<file path="src/rtl/costas_pkg.sv">
// Shared types and helpers for the Costas acquisition controller.
//   - acq_state_t : controller FSM state codes (IDLE..TRACK = 0..4)
//   - off()       : sweep offset in steps for a sweep index
//                   (0, +1, -1, +2, -2, ...)
//   - DW_DEF / FW_DEF / CENTER_DEF / STEP_DEF : default widths and tuning words
package costas_pkg;

    localparam int DW_DEF     = 26;         // I/Q arm sample width
    localparam int FW_DEF     = 30;         // NCO phase-increment width
    localparam int CENTER_DEF = 268435456;  // 2 MHz at an 8 MHz clock
    localparam int STEP_DEF   = 134218;     // ~1 kHz per sweep step

    typedef enum logic [2:0] {
        S_IDLE    = 3'd0,
        S_SETTLE  = 3'd1,
        S_MEASURE = 3'd2,
        S_PULL_IN = 3'd3,
        S_TRACK   = 3'd4
    } acq_state_t;

    // Odd indices step upward, even indices mirror them downward, so the
    // search fans out symmetrically around the nominal carrier.
    function automatic int off(input int k);
        if (k == 0)
            return 0;
        else if (k % 2 == 1)
            return (k + 1) / 2;
        else
            return -(k / 2);
    endfunction

endpackage

</file>
<file path="src/rtl/lock_metric_acc.sv">
// Windowed lock-metric accumulator.
// Each valid sample adds d = |yi| - |yq| (|x| saturated so the most negative
// input maps to the largest positive value). On the 2^WIN_LOG2-th valid
// sample of a window, win_end strobes combinationally and metric carries the
// total including that sample; the accumulator then restarts from zero.
// Ports:
//   clk, reset_n : clock, async active-low reset
//   run          : 0 holds the accumulator and window counter cleared
//   in_valid     : sample qualifier; 0 freezes counter and accumulator
//   yi, yq       : signed I/Q arm samples
//   win_end      : window-end strobe (same cycle as the last sample)
//   metric       : window sum including the current sample
module lock_metric_acc
    import costas_pkg::*;
#(
    parameter int DW       = DW_DEF,
    parameter int WIN_LOG2 = 10
) (
    input  logic                       clk,
    input  logic                       reset_n,
    input  logic                       run,
    input  logic                       in_valid,
    input  logic signed [DW-1:0]       yi,
    input  logic signed [DW-1:0]       yq,
    output logic                       win_end,
    output logic signed [DW+WIN_LOG2:0] metric
);

    localparam int MW = DW + 1 + WIN_LOG2;

    logic [DW-1:0]        ai;
    logic [DW-1:0]        aq;
    logic signed [DW:0]   d;
    logic signed [MW-1:0] acc;
    logic [WIN_LOG2-1:0]  cnt;

    // Two's-complement negation of the most negative code would wrap back to
    // itself, so that code is clamped to the largest positive magnitude.
    function automatic logic [DW-1:0] abs_sat(input logic signed [DW-1:0] x);
        logic [DW-1:0] r;
        if (!x[DW-1])
            r = x;
        else if (x[DW-2:0] == '0)
            r = {1'b0, {(DW-1){1'b1}}};
        else
            r = -x;
        return r;
    endfunction

    assign ai      = abs_sat(yi);
    assign aq      = abs_sat(yq);
    assign d       = $signed({1'b0, ai}) - $signed({1'b0, aq});
    assign metric  = acc + MW'(d);
    assign win_end = run & in_valid & (&cnt);

    always_ff @(posedge clk or negedge reset_n) begin
        if (!reset_n) begin
            acc <= '0;
            cnt <= '0;
        end else if (!run) begin
            acc <= '0;
            cnt <= '0;
        end else if (in_valid) begin
            cnt <= cnt + 1'b1;  // wraps to 0 after the window-end sample
            acc <= win_end ? '0 : metric;
        end
    end

endmodule

</file>
<file path="src/rtl/costas_acq_ctrl.sv">
// Acquisition/tracking controller for the polarity Costas carrier loop.
// Sweeps the NCO base increment around CENTER, waits SETTLE_LEN valid
// samples after each retune, then qualifies lock from windowed |I|-|Q|
// metrics: LOCK_HITS consecutive passes select the narrow loop filter
// (TRACK), LOSS_MISSES consecutive fails in TRACK drop back to SETTLE.
// Build option: define COSTAS_ACQ_SWEEP_EN to enable the frequency sweep;
// without it carrier stays at CENTER and every retune reuses index 0.
// Ports:
//   clk, reset_n   : 8 MHz clock, async active-low reset
//   en             : run enable (0 returns to IDLE on the next edge)
//   in_valid,yi,yq : qualified signed I/Q arm samples
//   carrier        : NCO base phase increment
//   bw_sel         : 0 wide / 1 narrow loop filter
//   loop_clr       : one-cycle loop-filter integrator clear on each retune
//   locked         : lock indicator
//   state          : FSM state code
//   sweep_idx      : current sweep index (0..2*NSTEPS)
module costas_acq_ctrl
    import costas_pkg::*;
#(
    parameter int DW          = DW_DEF,
    parameter int FW          = FW_DEF,
    parameter int CENTER      = CENTER_DEF,
    parameter int STEP        = STEP_DEF,
    parameter int NSTEPS      = 8,
    parameter int WIN_LOG2    = 10,
    parameter int SETTLE_LEN  = 2048,
    parameter int LOCK_TH     = 0,
    parameter int LOCK_HITS   = 4,
    parameter int LOSS_MISSES = 3
) (
    input  logic                 clk,
    input  logic                 reset_n,
    input  logic                 en,
    input  logic                 in_valid,
    input  logic signed [DW-1:0] yi,
    input  logic signed [DW-1:0] yq,
    output logic [FW-1:0]        carrier,
    output logic                 bw_sel,
    output logic                 loop_clr,
    output logic                 locked,
    output logic [2:0]           state,
    output logic [4:0]           sweep_idx
);

`ifdef COSTAS_ACQ_SWEEP_EN
    localparam bit SWEEP_ON = 1'b1;
`else
    localparam bit SWEEP_ON = 1'b0;
`endif

    localparam int MW  = DW + 1 + WIN_LOG2;
    localparam int SCW = $clog2(SETTLE_LEN + 1);
    localparam int HCW = $clog2(LOCK_HITS + 1);
    localparam int MCW = $clog2(LOSS_MISSES + 1);
    localparam logic signed [MW-1:0] TH = MW'(LOCK_TH);

    acq_state_t           st, st_n;
    logic [4:0]           idx, idx_n, idx_step;
    logic [SCW-1:0]       settle_cnt, settle_n;
    logic [HCW-1:0]       hit_cnt, hit_n;
    logic [MCW-1:0]       miss_cnt, miss_n;
    logic [FW-1:0]        carrier_n;
    logic                 retune;
    logic                 run;
    logic                 win_end;
    logic                 pass;
    logic signed [MW-1:0] metric;

    // Carrier word for a sweep index; arithmetic is modulo 2^FW.
    function automatic logic [FW-1:0] carrier_of(input logic [4:0] k);
        longint sum;
        sum = longint'(CENTER) + longint'(off(int'(k))) * longint'(STEP);
        return sum[FW-1:0];
    endfunction

    // The metric only integrates once the loop has settled on a carrier.
    assign run = en && (st == S_MEASURE || st == S_PULL_IN || st == S_TRACK);

    lock_metric_acc #(
        .DW       (DW),
        .WIN_LOG2 (WIN_LOG2)
    ) u_metric (
        .clk      (clk),
        .reset_n  (reset_n),
        .run      (run),
        .in_valid (in_valid),
        .yi       (yi),
        .yq       (yq),
        .win_end  (win_end),
        .metric   (metric)
    );

    assign pass     = metric > TH;
    assign idx_step = !SWEEP_ON                ? 5'd0 :
                      (idx == 5'(2 * NSTEPS))  ? 5'd0 : idx + 5'd1;

    always_comb begin
        st_n     = st;
        idx_n    = idx;
        settle_n = settle_cnt;
        hit_n    = hit_cnt;
        miss_n   = miss_cnt;
        retune   = 1'b0;
        if (!en) begin
            st_n     = S_IDLE;
            idx_n    = '0;
            settle_n = '0;
            hit_n    = '0;
            miss_n   = '0;
        end else begin
            case (st)
                S_IDLE: begin
                    st_n   = S_SETTLE;
                    idx_n  = '0;
                    retune = 1'b1;
                end
                S_SETTLE: if (in_valid) begin
                    if (settle_cnt == SCW'(SETTLE_LEN - 1)) begin
                        settle_n = '0;
                        st_n     = S_MEASURE;
                    end else begin
                        settle_n = settle_cnt + 1'b1;
                    end
                end
                S_MEASURE: if (win_end) begin
                    if (pass) begin
                        hit_n = HCW'(1);
                        st_n  = (LOCK_HITS <= 1) ? S_TRACK : S_PULL_IN;
                        miss_n = '0;
                    end else begin
                        idx_n    = idx_step;
                        st_n     = S_SETTLE;
                        settle_n = '0;
                        retune   = 1'b1;
                    end
                end
                S_PULL_IN: if (win_end) begin
                    if (pass) begin
                        hit_n = hit_cnt + 1'b1;
                        if (hit_cnt == HCW'(LOCK_HITS - 1)) begin
                            st_n   = S_TRACK;
                            miss_n = '0;
                        end
                    end else begin
                        idx_n    = idx_step;
                        st_n     = S_SETTLE;
                        settle_n = '0;
                        retune   = 1'b1;
                    end
                end
                S_TRACK: if (win_end) begin
                    if (pass) begin
                        miss_n = '0;
                    end else if (miss_cnt == MCW'(LOSS_MISSES - 1)) begin
                        // Lock lost: re-acquire on the same carrier first.
                        miss_n   = '0;
                        st_n     = S_SETTLE;
                        settle_n = '0;
                        retune   = 1'b1;
                    end else begin
                        miss_n = miss_cnt + 1'b1;
                    end
                end
                default: st_n = S_IDLE;
            endcase
        end

        carrier_n = carrier;
        if (st_n == S_IDLE)
            carrier_n = FW'(CENTER);
        else if (retune)
            carrier_n = carrier_of(idx_n);
    end

    always_ff @(posedge clk or negedge reset_n) begin
        if (!reset_n) begin
            st         <= S_IDLE;
            idx        <= '0;
            settle_cnt <= '0;
            hit_cnt    <= '0;
            miss_cnt   <= '0;
            carrier    <= FW'(CENTER);
            bw_sel     <= 1'b0;
            locked     <= 1'b0;
            loop_clr   <= 1'b0;
        end else begin
            st         <= st_n;
            idx        <= idx_n;
            settle_cnt <= settle_n;
            hit_cnt    <= hit_n;
            miss_cnt   <= miss_n;
            carrier    <= carrier_n;
            bw_sel     <= (st_n == S_TRACK);
            locked     <= (st_n == S_TRACK);
            loop_clr   <= retune;
        end
    end

    assign state     = st;
    assign sweep_idx = idx;

endmodule

</file>
<file path="config.mk">
export PLATFORM = sky130hd
export DESIGN_NAME = costas_acq_ctrl
export DESIGN_NICKNAME = d
export VERILOG_FILES = /design/src/rtl/costas_pkg.sv /design/src/rtl/lock_metric_acc.sv /design/src/rtl/costas_acq_ctrl.sv
export SDC_FILE = /design/constraint.sdc
export NUM_CORES = 1
export LEC_CHECK = 0
export CAP_MARGIN = 20
export CELL_PAD_IN_SITES_DETAIL_PLACEMENT = 1
export CELL_PAD_IN_SITES_GLOBAL_PLACEMENT = 1
export CORE_UTILIZATION = 35
export CTS_CLUSTER_DIAMETER = 40
export DETAILED_ROUTE_END_ITERATION = 8
export GPL_TIMING_DRIVEN = 0
export PLACE_DENSITY = 0.68
export SETUP_SLACK_MARGIN = 0.15
export SKIP_CTS_REPAIR_TIMING = 1
export SYNTH_ARGS = -nofsm -noshare
export SYNTH_HDL_FRONTEND = slang
export SYNTH_HIERARCHICAL = 1
export SYNTH_SLANG_ARGS = --single-unit
</file>
<file path="constraint.sdc">
create_clock -name clk -period 12.69 [get_ports clk]
set_clock_uncertainty 0.05 [all_clocks]
set_input_delay 1.9035 -clock clk [delete_from_list [all_inputs] [get_ports clk]]
set_output_delay 1.9035 -clock clk [all_outputs]
set_load 0.02 [all_outputs]
</file>
# Yosys cells after proc, flatten, opt, wreduce, memory -nomap -nowiden
# Index checks and enable logic that the tools add are counted.
word_totals:
  register_bits: 104
  inputBits: 56
  out_inout_bits: 41
  elab_cells: 127
classes:
  add_sub_neg: 12
  multipliers: 1
  magnitude_cmp: 1
  eq_ne: 23
  n_mux: 63
  bitwise_logic: 3
  n_reduce_logical: 14
op_table:
  columns: ["operator", "count"]
  rows:
  - ["$mux W32", 4]
  - ["$mux W37", 3]
  - ["$mux W26", 4]
  - ["$mux W12", 8]
  - ["$mux W30", 2]
  - ["$neg A26 Y26", 2]
  - ["$logic_not A25 Y1", 2]
  - ["$mux W3", 15]
  - ["$add A37 B27 Y37", 1]
  - ["$gt A37 B1 Y1 const B", 1]
  - ["$pmux W12 S3", 1]
  - ["$add A32 B1 Y32", 1]
  - ["$mul A32 B18 Y29 const B", 1]
  - ["$neg A4 Y32", 1]
  - ["$add A30 B30 Y30 const A", 1]
  - ["$sub A26 B26 Y27", 1]
  - ["$mux W10", 2]
  - ["$mux W2", 10]
  - ["$ne A3 B2 Y1 const B", 6]
  - ["$mux W5", 3]
  - ["$ne A3 B3 Y1 const B", 5]
  - ["$pmux W3 S5", 1]
  - ["$reduce_and A7 Y1", 2]
  - ["$add A12 B1 Y12 const B", 1]
  - ["28 further kinds", 39]

# Longest topological paths before layout
logic_depth:
  ltp_word: 21
  depth_mapped: 63
  mapped_depth_nobuf: 61

# Cells and area by module
# The synthesis kept the hierarchy.
modules_own_cells:
  columns: ["module", "n_inst", "cells_per_inst", "area_each_um2", "seq_area_each_um2"]
  rows:
  - ["costas_acq_ctrl", 1, 716, 6327.3, 1402.6]
  - ["lock_metric_acc", 1, 779, 6232.2, 1176.1]

# Worst setup path after synthesis
# OpenSTA, ideal clock, no wires.
synth_timing:
  kind: "input port to flip-flop"
  startpoint: "in yq[0]"
  endpoint: "reg carrier[29]"
  setup_ns: 0.076
  arrival_ns: 14.426
  required_ns: 12.564
  setup_slack_ns: -1.862
  stages: 58
  path_buffers: 4
  path_cell_list: "inv_1 > ha_1 > nand2_1 > or4_1 > or3_1 > or3_1 > clkbuf_1 > nor2_2 > buf_2 > nor2_1 > ha_1 > a21oi_1 > o21ai_0 > a21oi_1 > nor2_1 > a211oi_1 > o31ai_1 > a221oi_1 > (+22 left out) > ha_1 > inv_1 > fa_1 > inv_1 > ha_1 > ha_1 > inv_1 > fa_1 > inv_1 > fa_1 > a21o_1 > a221oi_2 > a22oi_1 > a211oi_2 > o41ai_1 > a21oi_1 > xnor3_1 > o21ai_1"
synth_via:
  elab_cells_between_ends: 40
  classes_between: "add/sub (7); mul (1); order compare (1); mux (26); bitwise (1); reduce/logical (4)"
synth_lines:
  columns: ["item", "line", "text"]
  rows:
  - ["from (decl)", "costas_acq_ctrl.sv:37", "input logic signed [DW-1:0] yq,"]
  - ["$neg A26 Y26 or $logic_not A25 Y1 (tied branches)", "lock_metric_acc.sv:46, lock_metric_acc.sv:43", null]
  - ["$mux W26", "lock_metric_acc.sv:43", "else if (x[DW-2:0] == '0)"]
  - ["$mux W26 (*)", "lock_metric_acc.sv:41", "if (!x[DW-1])"]
  - ["$sub A26 B26 Y27 (*)", "lock_metric_acc.sv:52", "assign d = $signed({1'b0, ai}) - $signed({1'b0, aq});"]
  - ["$add A37 B27 Y37 (*)", "lock_metric_acc.sv:53", "assign metric = acc + MW'(d);"]
  - ["via metric[36]", "costas_acq_ctrl.sv:68", "logic signed [MW-1:0] metric;"]
  - ["$gt A37 B1 Y1 (*)", "costas_acq_ctrl.sv:94", "assign pass = metric > TH;"]
  - ["$mux W5 (*)", "costas_acq_ctrl.sv:127, costas_acq_ctrl.sv:139", null]
  - ["(+3 left out)", null, null]
  - ["via idx_n[1]", "costas_acq_ctrl.sv:59", "logic [4:0] idx, idx_n, idx_step;"]
  - ["(+2 left out)", null, null]
  - ["$mux W32", "costas_pkg.sv:26", "else if (k % 2 == 1)"]
  - ["$mux W32 (*)", "costas_pkg.sv:24", "if (k == 0)"]
  - ["$mux W32 (*)", "costas_acq_ctrl.sv:172", "else if (retune)"]
  - ["$mux W32 (*)", "costas_acq_ctrl.sv:170", "if (st_n == S_IDLE)"]
  - ["$mul A32 B18 Y29 (*)", "costas_acq_ctrl.sv:73", "sum = longint'(CENTER) + longint'(off(int'(k))) * longint'(STEP);"]
  - ["$add A30 B30 Y30 (*)", "costas_acq_ctrl.sv:73", null]
  - ["$mux W30 (*)", "costas_acq_ctrl.sv:172", null]
  - ["$mux W30 (*)", "costas_acq_ctrl.sv:170", null]
  - ["to (signal assigned)", "costas_acq_ctrl.sv:183", "carrier <= FW'(CENTER);"]
  - ["to (signal assigned)", "costas_acq_ctrl.sv:193", "carrier <= carrier_n;"]
  - ["to (decl)", "costas_acq_ctrl.sv:38", "output logic [FW-1:0] carrier,"]
# Mark *: on every way through the listed nets, which the timed path passes. The rest lies on a longest branch. The select of a mux whose other input is x is not followed.
# A chain may end at the register's enable or synchronous reset.

# Final worst setup path
layout_timing:
  startpoint: "in yq[2]"
  endpoint: "reg carrier[27]"
layout_via:
  elab_chain_cells: 21
  elab_cells_between_ends: 40
  classes_between: "add/sub (7); mul (1); order compare (1); mux (26); bitwise (1); reduce/logical (4)"
layout_rtl:
  columns: ["item", "line"]
  rows:
  - ["$neg A26 Y26 or $logic_not A25 Y1 (tied branches)", "lock_metric_acc.sv:46, lock_metric_acc.sv:43"]
  - ["$mux W26", "lock_metric_acc.sv:43"]
  - ["$mux W26 (*)", "lock_metric_acc.sv:41"]
  - ["$sub A26 B26 Y27 (*)", "lock_metric_acc.sv:52"]
  - ["$add A37 B27 Y37 (*)", "lock_metric_acc.sv:53"]
  - ["via metric[35]", "costas_acq_ctrl.sv:68"]
  - ["$gt A37 B1 Y1 (*)", "costas_acq_ctrl.sv:94"]
  - ["$mux W5 (*)", "costas_acq_ctrl.sv:127, costas_acq_ctrl.sv:139"]
  - ["(+3 left out)", null]
  - ["via idx_n[0]", "costas_acq_ctrl.sv:59"]
  - ["(+3 left out)", null]
  - ["$mux W32", "costas_pkg.sv:26"]
  - ["$mux W32 (*)", "costas_pkg.sv:24"]
  - ["$mux W32 (*)", "costas_acq_ctrl.sv:172"]
  - ["$mux W32 (*)", "costas_acq_ctrl.sv:170"]
  - ["$mul A32 B18 Y29 (*)", "costas_acq_ctrl.sv:73"]
  - ["$add A30 B30 Y30 (*)", "costas_acq_ctrl.sv:73"]
  - ["$mux W30 (*)", "costas_acq_ctrl.sv:172"]
  - ["$mux W30 (*)", "costas_acq_ctrl.sv:170"]
# Marked as above.

==> results.json <==
{
  "grt_setup_unrepaired": "true",
  "die_area_um2": 36600,
  "violations": "negative setup slack",
  "syn_avg_cell_area_um2": 8.40,
  "clkSinkCount": 103,
  "netlist_area_um2": 12600,
  "vdd_ir_drop_max_uv": 55.0,
  "ys_seq_area_frac": 0.205,
  "critPathSlowestCell": "fa_1",
  "grt_max_degree": 59,
  "path_class": "primary input to flip-flop",
  "drv_slew": 0,
  "syn_inst": 1495,
  "whs_ns": 0.446,
  "grt_pass1_wl_mm": 59.1,
  "synth.net_count": 1768,
  "cts.path.max_buffers": 2,
  "seq_power_share": 0.291,
  "antenna_found_initial": 0,
  "maxClockFrequency_mhz": 68.8,
  "max_slew_margin": 0.585,
  "p_comb_frac": 0.436,
  "nFillCells": 4117,
  "power_mw": 1.13,
  "switching_share": 0.388,
  "cts_buffers": 9,
  "final_hold_viol_count": 0,
  "min_period_over_period": 1.14,
  "path_max_fanout": 5,
  "cpPeakStageDelay_ns": 0.57,
  "cap_violations": 0,
  "cp.arrival_ns": 14.73,
  "first_pass_iters": 5,
  "htreeDepth": 3,
  "grt_pass1_vias": 11644,
  "grt_use_total": 0.201,
  "power_leakage_nw": 7.89,
  "cts_tree": "done",
  "vias_per_cell": 5.41,
  "p_int_mw": 0.694,
  "io_pins": 97,
  "post-route-min-period_ns": 14.53,
  "setup_viol": 22,
  "r2r.worst_path.cells": 43,
  "hold_depth": 1,
  "drcViolationCount": 0,
  "multi_input_area_um2": 10400,
  "cts_root_buffer": "clkbuf_16",
  "drt_iter0_markers": 409,
  "numPortBuffers": 93,
  "initial_core_util": 0.355,
  "route.vias.total": 11732,
  "cp-end-kind": "flip-flop",
  "cts.clk_slew.worst_paths_ns": 0.09,
  "overflow": 0,
  "pre_cts_ws_ns": -4.04,
  "insertion_delay_ns": 0.38,
  "required_ns": 12.89,
  "ys_warn_count": 6,
  "die_w_um": 191,
  "post_drt_wl_per_cell_um": 18.6,
  "clkPwrFrac": 0.274,
  "cp-start-kind": "primary input",
  "finalWorstSetupSlack_ns": -1.84,
  "dp_hpwl_mm": 29.7,
  "synthArstFlopShare": 1.00,
  "wirelength_mm": 40.2,
  "synth_flop_cell": "dfrtp_1",
  "tightest_slew_ns": 0.622,
  "power.switching_mw": 0.439,
  "diodes": 0,
  "synth_edf_count": 0,
  "final_nets": 1974,
  "power.density_nw_per_um2": 68.6,
  "register_area_um2": 2580,
  "core_area_um2": 35400,
  "synth.distinct_cells": 87,
  "fp-row-count": 69,
  "ant_nets": 0,
  "hold_class": "flip-flop to flip-flop",
  "die_y_um": 191,
  "drive_gt1_frac": 0.200,
  "synth_seq_cells": 103,
  "layout_commonest_cell": "inv_1",
  "globalplace.congestion": 0.864,
  "area_growth_syn_to_layout_pct": 31.4,
  "mostFrequentLayoutCells": "inv_1, ha_1, nand2_1",
  "run_status": "complete, but fails checks"
}
## cells by family after synthesis
group | Yosys count | synth area share
mux | 5 | 0.00399
simple gates | 428 | 0.167
compound gates | 410 | 0.224
flops | 103 | 0.205
xor+xnor | 132 | 0.0931
buf+inv | 199 | 0.0613
other cells | 1 | 0.000299
fa+ha+maj | 217 | 0.245
## critical path: cells and delay by family
kind	cells	cell delay (ns)
compound gates	23	4.92
xor+xnor	3	0.47
fa+ha+maj	10	3.30
buf+inv	12	1.40
simple gates	13	2.69
## power by group through the flow
stage	Combinational, mW	Sequential, mW	Clock, mW
6_report	0.493	0.329	0.310
5_1_grt	0.542	0.329	0.332
4_1_cts	0.425	0.329	0.321
3_5_place_dp	0.422	0.336	0
3_3_place_gp	0.413	0.336	0
2_1_floorplan	0.303	0.336	0
## path summary, 6_finish.rpt
path | startpoint | slack [ns] | endpoint
worst max-delay path | yq[2] | -1.84 | carrier[27]
worst min-delay path | settle_cnt[11] | 0.45 | settle_cnt[11]
worst max register to register | u_metric/acc[0] | 2.88 | carrier[27]
worst min register to register | settle_cnt[11] | 0.45 | settle_cnt[11]
max in group asynchronous | reset_n | 10.36 | u_metric/acc[26]
min in group asynchronous | reset_n | 1.49 | settle_cnt[3]
## layer usage
metal / wire [um] / track usage / up-vias
li1: - / - / 5694
met1: 18600 / 0.269 / 5841
met2: 20200 / 0.347 / 155
met3: 838 / 0.0213 / 42
met4: 622 / 0.0415 / 0
met5: 0 / 0 / -
## through the flow
stage,util,TNS [ns],instance area (um^2),std cells
5_1_grt,0.466,-35.79,16500,2167
6_report,0.466,-24.52,16500,2167
3_5_place_dp,0.409,-77.02,14500,2052
4_1_cts,0.418,-68.62,14800,2068
2_1_floorplan,-,-8.84,12900,1495
3_3_place_gp,0.408,-75.47,14400,2049
## synth_stat cells, drive strengths merged, types with 12 or more instances
| library cell | count | area, um^2 |
|---|---|---|
| ha | 169 | 2110 |
| inv | 149 | 559 |
| nand2 | 127 | 479 |
| o21ai | 103 | 519 |
| dfrtp | 102 | 2550 |
| nor2 | 97 | 369 |
| a21oi | 91 | 459 |
| xnor2 | 75 | 657 |
| xor2 | 56 | 490 |
| nand3 | 54 | 275 |
| a21o | 49 | 369 |
| fa | 48 | 961 |
| a22o | 36 | 315 |
| clkbuf | 34 | 128 |
| o31ai | 22 | 165 |
| and3 | 21 | 136 |
| nor3 | 19 | 111 |
| and2 | 18 | 113 |
| nand4 | 18 | 113 |
| o21a | 16 | 120 |
| or3 | 16 | 100 |
| buf | 14 | 75.1 |
| nor4 | 14 | 93.8 |
| a211oi | 13 | 113 |
| a31oi | 13 | 96.3 |
| nor2b | 12 | 75.1 |
## flip-flops by register name, indices dropped and copies added, names as in the netlist
signal and flops:
u_metric/acc 37, carrier 29, settle_cnt 12, u_metric/cnt 10, sweep_idx 5, hit_cnt 3
state 3, miss_cnt 2, locked 1, loop_clr 1
## cell type report
| type | instances | share of cell area |
|---|---|---|
| Buffer | 48 | 0.0152 |
| Clock buffer | 9 | 0.0136 |
| Clock inverter | 7 | 0.00584 |
| Inverter | 151 | 0.0352 |
| Multi-Input combinational cell | 1193 | 0.631 |
| Sequential cell | 103 | 0.156 |
| Tap cell | 461 | 0.0350 |
| Timing Repair Buffer | 195 | 0.108 |
Note: power is estimated with default switching activity, not from simulation.
